<file path="config.mk">
export PLATFORM = sky130hd
export DESIGN_NAME = acq_trig_ctrl
export DESIGN_NICKNAME = d
export VERILOG_FILES = /design/src/rtl/acq_trig_ctrl.sv
export SDC_FILE = /design/constraint.sdc
export NUM_CORES = 1
export LEC_CHECK = 0
export BUFFER_PORTS_ARGS = -buffer_cell sky130_fd_sc_hd__buf_2
export CORE_ASPECT_RATIO = 1.25
export CORE_UTILIZATION = 48
export CTS_CLUSTER_DIAMETER = 60
export CTS_CLUSTER_SIZE = 30
export DETAILED_ROUTE_END_ITERATION = 10
export GPL_ROUTABILITY_DRIVEN = 0
export PLACE_DENSITY = 0.72
export SLEW_MARGIN = 20
export SYNTH_ARGS = -nofsm -noshare
export SYNTH_HDL_FRONTEND = slang
export SYNTH_SLANG_ARGS = --single-unit
</file>
<file path="constraint.sdc">
create_clock -name clk -period 1.71 [get_ports clk]
set_clock_uncertainty 0.05 [all_clocks]
set_input_delay 0.342 -clock clk [delete_from_list [all_inputs] [get_ports clk]]
set_output_delay 0.342 -clock clk [all_outputs]
set_load 0.005 [all_outputs]
</file>
<file path="src/rtl/acq_trig_ctrl.sv">
// acq_trig_ctrl: acquisition sequencer for the ADC capture ring buffer.
// Drives the capture RAM write strobe and address, enforces the pre-trigger fill,
// counts post-trigger samples, records the trigger address and holds the frame for readout.
// Optional feature: define ACQ_TRG_AUTO_EN to add the auto_tmo port and timeout-forced
// triggers. Without it trig_forced is tied low and WAIT lasts until trg.
module acq_trig_ctrl #(
  parameter int unsigned ADDR_W = 10,
  parameter int unsigned TMO_W  = 24
) (
  input  logic              clk,
  input  logic              rst,
  input  logic              arm,
  input  logic              abort,
  input  logic              mode_norm,
  input  logic [ADDR_W-1:0] pretrig,
  input  logic [ADDR_W-1:0] posttrig,
`ifdef ACQ_TRG_AUTO_EN
  input  logic [TMO_W-1:0]  auto_tmo,
`endif
  input  logic              trg,
  input  logic              rd_ack,
  output logic              wr_en,
  output logic [ADDR_W-1:0] wr_addr,
  output logic [ADDR_W-1:0] trig_addr,
  output logic              busy,
  output logic              done,
  output logic              trig_forced
);

  typedef enum logic [2:0] {StIdle, StPre, StWait, StPost, StDone} state_e;

  state_e            state_q, state_d;
  logic [ADDR_W-1:0] addr_q, addr_d;
  logic [ADDR_W-1:0] trig_addr_q, trig_addr_d;
  logic [ADDR_W-1:0] cnt_q, cnt_d;    // writes remaining in PRE or POST
  logic [ADDR_W-1:0] post_q, post_d;  // latched post-trigger length
  logic              norm_q, norm_d;
  logic              wr_en_q, wr_en_d;
  logic              busy_q, busy_d;
  logic              done_q, done_d;
  logic              start;           // arm from IDLE or rearm from DONE
  logic              tmo_hit;

`ifdef ACQ_TRG_AUTO_EN
  logic [TMO_W-1:0]  tmo_q, tmo_d;
  logic [TMO_W-1:0]  wcnt_q, wcnt_d;  // WAIT cycle number, 1 on the first WAIT cycle
  logic              forced_q, forced_d;
`endif

  // Next-state, address and configuration latch logic.
  always_comb begin
    state_d     = state_q;
    addr_d      = addr_q;
    trig_addr_d = trig_addr_q;
    cnt_d       = cnt_q;
    post_d      = post_q;
    norm_d      = norm_q;
    start       = 1'b0;
    tmo_hit     = 1'b0;
`ifdef ACQ_TRG_AUTO_EN
    tmo_d       = tmo_q;
    wcnt_d      = wcnt_q;
    forced_d    = forced_q;
    tmo_hit     = (state_q == StWait) && (tmo_q != '0) && (wcnt_q == tmo_q);
`endif

    unique case (state_q)
      StIdle: begin
        start = arm;
      end
      StPre: begin
        addr_d = addr_q + ADDR_W'(1);
        if (cnt_q == ADDR_W'(1)) begin
          state_d = StWait;
        end else begin
          cnt_d = cnt_q - ADDR_W'(1);
        end
      end
      StWait: begin
        addr_d = addr_q + ADDR_W'(1);
        if (trg || tmo_hit) begin
          // The write in this cycle is the trigger sample.
          trig_addr_d = addr_q;
          if (post_q == '0) begin
            state_d = StDone;
          end else begin
            state_d = StPost;
            cnt_d   = post_q;
          end
        end
`ifdef ACQ_TRG_AUTO_EN
        // A real trg in the timeout cycle wins, so forced stays clear.
        if (!trg && tmo_hit) begin
          forced_d = 1'b1;
        end
        wcnt_d = wcnt_q + TMO_W'(1);
`endif
      end
      StPost: begin
        addr_d = addr_q + ADDR_W'(1);
        if (cnt_q == ADDR_W'(1)) begin
          state_d = StDone;
        end else begin
          cnt_d = cnt_q - ADDR_W'(1);
        end
      end
      StDone: begin
        if (rd_ack) begin
          if (norm_q) begin
            start = 1'b1;
          end else begin
            state_d = StIdle;
          end
        end
      end
      default: state_d = StIdle;
    endcase

    if (start) begin
      cnt_d   = pretrig;
      post_d  = posttrig;
      norm_d  = mode_norm;
      state_d = (pretrig == '0) ? StWait : StPre;
`ifdef ACQ_TRG_AUTO_EN
      tmo_d    = auto_tmo;
      forced_d = 1'b0;
`endif
    end

`ifdef ACQ_TRG_AUTO_EN
    if ((state_d == StWait) && (state_q != StWait)) begin
      wcnt_d = TMO_W'(1);
    end
`endif

    // Abort overrides everything: addresses and latched configuration hold.
    if (abort) begin
      state_d     = StIdle;
      addr_d      = addr_q;
      trig_addr_d = trig_addr_q;
      cnt_d       = cnt_q;
      post_d      = post_q;
      norm_d      = norm_q;
`ifdef ACQ_TRG_AUTO_EN
      tmo_d       = tmo_q;
      wcnt_d      = wcnt_q;
      forced_d    = 1'b0;
`endif
    end
  end

  // Registered outputs decoded from the next state.
  always_comb begin
    wr_en_d = (state_d == StPre) || (state_d == StWait) || (state_d == StPost);
    busy_d  = wr_en_d;
    done_d  = (state_d == StDone);
  end

  // State and output registers.
  always_ff @(posedge clk) begin
    if (rst) begin
      state_q     <= StIdle;
      addr_q      <= '0;
      trig_addr_q <= '0;
      cnt_q       <= '0;
      post_q      <= '0;
      norm_q      <= 1'b0;
      wr_en_q     <= 1'b0;
      busy_q      <= 1'b0;
      done_q      <= 1'b0;
    end else begin
      state_q     <= state_d;
      addr_q      <= addr_d;
      trig_addr_q <= trig_addr_d;
      cnt_q       <= cnt_d;
      post_q      <= post_d;
      norm_q      <= norm_d;
      wr_en_q     <= wr_en_d;
      busy_q      <= busy_d;
      done_q      <= done_d;
    end
  end

`ifdef ACQ_TRG_AUTO_EN
  // Auto-trigger timeout registers.
  always_ff @(posedge clk) begin
    if (rst) begin
      tmo_q    <= '0;
      wcnt_q   <= '0;
      forced_q <= 1'b0;
    end else begin
      tmo_q    <= tmo_d;
      wcnt_q   <= wcnt_d;
      forced_q <= forced_d;
    end
  end

  assign trig_forced = forced_q;
`else
  // TMO_W only sizes the optional timeout; nothing is built from it here.
  if (TMO_W == 0) begin : g_no_tmo
  end

  assign trig_forced = 1'b0;
`endif

  assign wr_en     = wr_en_q;
  assign wr_addr   = addr_q;
  assign trig_addr = trig_addr_q;
  assign busy      = busy_q;
  assign done      = done_q;

endmodule

</file>
==> key figures <==
STA
  • Setup ws final: -0.0779 ns
  • # setup viols final: 6
  • WHS: 0.197 ns
  • RSZ-0062 raised after global routing: yes
  • Final hold viol count: 0
  • Slew Viols, Final: 0
  • Final min period: between 1.5 and 2 ns
  • Fin crit share: 105%
  • Fmax: 559 MHz

Global routing
  • Routing usage on met1: 28.1%
  • Met2 GRT Util: 40.2%
  • Grt met3 use: 4.74%
  • Vias in the first global route: 2,068
  • First-pass GRT wire length: 9.17 mm
  • Most crowded layer after global routing: met2
  • Total GRT Usage: 23.3%
  • Antenna violations before repair: 0
  • Largest net degree at the start of global routing: 24
  • GRT overflow: 0

Setup path
  • CP peak stage delay: 0.36 ns
  • Crit path required time: 1.89 ns
  • CP arrival: 1.97 ns
  • Crit path cell chain: nor3b_4 > buf_4 > a2111oi_4 > a31o_2 > buf_12 > o211ai_1 > a21oi_1
  • CP max FO: 16
  • CP Launch Type: flop
  • WS Path Type: flop to flop
  • Worst path slowest cell: a2111oi_4
  • Largest delay share family, worst path: compound AO/OA/AOI/OAI gates
  • Critical path endpoint category: flop
  • WP buf/inv: 2

Synth
  • Most numerous cell in the Yosys netlist: dfxtp_1
  • Synth area leader: dfxtp_1
  • Cell count after synthesis: 273
  • Syn_area_per_cell: 8.39 sq um
  • Synthesized flop and latch total: 46
  • Net Count, Synth: a little over 300
  • Most frequent cells after synthesis: dfxtp_1, nor2_1, nand2_1, o21ai_0, a21oi_1
  • Cell Area, Synth: ~0.0023 sq mm
  • Share of the synthesized area in the top cell type: 40.2%
  • Count of different cell masters after synthesis: 47
  • Seq/Total Area, Yosys: 40.2%
  • Synth warnings: 0
  • Post-synth EDFFs: 0
  • Ranking of synthesized cells by area: dfxtp_1, nor2_1, mux2i_1
  • Ys async rst share: 0%
  • Ys flop type: dfxtp_1

Drt
  • Iter 0 DRT Violations: 151
  • Wire per inst: 14.6 um
  • DRT Pass-1 Iters: 5
  • Drt total wl: 5.99 mm
  • Antenna viol nets, final: 0
  • DRC: 0
  • Via count: 2,295
  • Via density: 5.58

Die
  • Initial Utilization: approximately half
  • Height of the die: 79.2 um
  • FP Rows: 27
  • Die X: 63.8 um
  • # IOs: between 50 and 60
  • CORE AREA: 0.00449 sq mm
  • Die footprint: 0.00505 sq mm

Placed design
  • Post-Place Setup Slack: -0.0971 ns
  • DP Area: 0.00277 sq mm
  • DP HPWL: about 4.2 mm
  • Port bufs: 49

CTS
  • Maximum clock insertion buffer count: 2
  • CTS Buf Count: 5
  • Hold Buf Count CTS: 0
  • CTS root buf: clkbuf_8
  • Clk slew on worst S/H paths: ~0.090 ns
  • CTS H-tree lvls: 2
  • CTS tree: done
  • Sink Count: 46
  • Clk_lat worst skew: 0.30 ns

Cells and area
  • Nets: 382
  • Share of cells above drive strength 1: 38.5%
  • Final instance area: 0.00312 sq mm
  • Antenna diode count: 0
  • Layout area overhead: 36.1%

Hold path
  • Hold Path Class: input port to flop

Run
  • Max-cap violations: 0

Power and ir drop
  • Max rail drop VDD: about 560 uV
  • P per Cell Area: 746 mW/mm^2
  • Lkg Pwr: 0.00126 uW

Outcome
  • Failing checks: negative setup slack
  • Outcome: finished, violations left
## stage by stage
stage	instances	setup TNS (ns)	util (%)	power [uW]
final	411	-0.243	69.4	2320
after global routing	411	-1.01	69.4	2430
after CTS	406	-0.0385	64.7	2250
after detailed placement	397	-0.552	61.7	1580
after global placement	397	-0.381	61.7	1580
after floorplan	273	0	-	1420
## worst reg2reg max path, cell delays in order (launching register included)
cell	delay, ns
dfxtp_2	0.35
nor3b_4	0.16
buf_4	0.14
a2111oi_4	0.36
a31o_2	0.24
buf_12	0.14
o211ai_1	0.10
a21oi_1	0.17
## cell type report
class	count	area (sq um)
clock inverters	3	21.3
well taps	58	72.6
repair buffers	87	563
inverters	7	26.3
fillers	376	1380
clock buffers	5	68.8
flip-flops and latches	46	936
multi-input cells	205	1430
## worst paths after layout
path              startpoint       end  depth (start not counted)  slack (ns)
setup / recovery  state_q[1]  cnt_q[0]                          7       -0.08
hold / removal           rst  cnt_q[0]                          2        0.20
setup reg to reg  state_q[1]  cnt_q[0]                          7       -0.08
hold reg to reg       norm_q    norm_q                          2        0.44
## cells in the final DEF (no fill, tap or decap), types with 5 or more instances in the layout
master,synthesis,layout
a211oi_2,1,7
nand3_1,12,11
dfxtp_2,0,9
buf_4,2,34
mux2i_1,11,11
nand4_1,6,6
clkbuf_8,0,5
xnor2_1,7,7
nor3_1,6,6
dfxtp_1,46,36
a21oi_1,19,19
o21ai_0,20,19
nand2_1,24,24
buf_2,3,49
nor2_1,34,34
xor2_1,5,5
inv_1,7,7
## registers in the layout, indices dropped and copies added (netlist names)
signal,flops
cnt_q,10
post_q,10
trig_addr,10
wr_addr,10
state_q,3
busy,1
done,1
norm_q,1
## where the power goes
| group | total, uW | leakage [uW] | switching [uW] | internal (uW) |
|---|---|---|---|---|
| sequential | 1150 | 0.000378 | 42.8 | 1110 |
| clock | 664 | 0.0000441 | 377 | 287 |
| combinational | 506 | 0.000840 | 259 | 248 |
| total | 2320 | 0.00126 | 679 | 1650 |
## what timing repair did
item / in CTS / in global routing
pin swaps: 4 / 15
buffers inserted: 1 / 5
endpoints found under the setup margin: 11 / 14
endpoints found under the hold margin: 0 / 0
resized for setup: 5 / 38
## cells by family after synthesis
logic type      count (synthesis)  share of synthesized area, %
compound gates                 66                          18.7
buf+inv                        22                          4.92
fa+ha+maj                       3                          1.64
other cells                     1                         0.164
xor+xnor                       12                          4.59
simple gates                  111                          24.4
mux                            12                          5.30
flops                          46                          40.2
## metal layers
metal  vias to the layer above  share of wire (%)
met5                         -                  0
met4                         0                1.7
met3                        15                4.9
met2                        87                 51
met1                      1062                 42
li1                       1131                  -
Power figures use the tool's default switching activity.
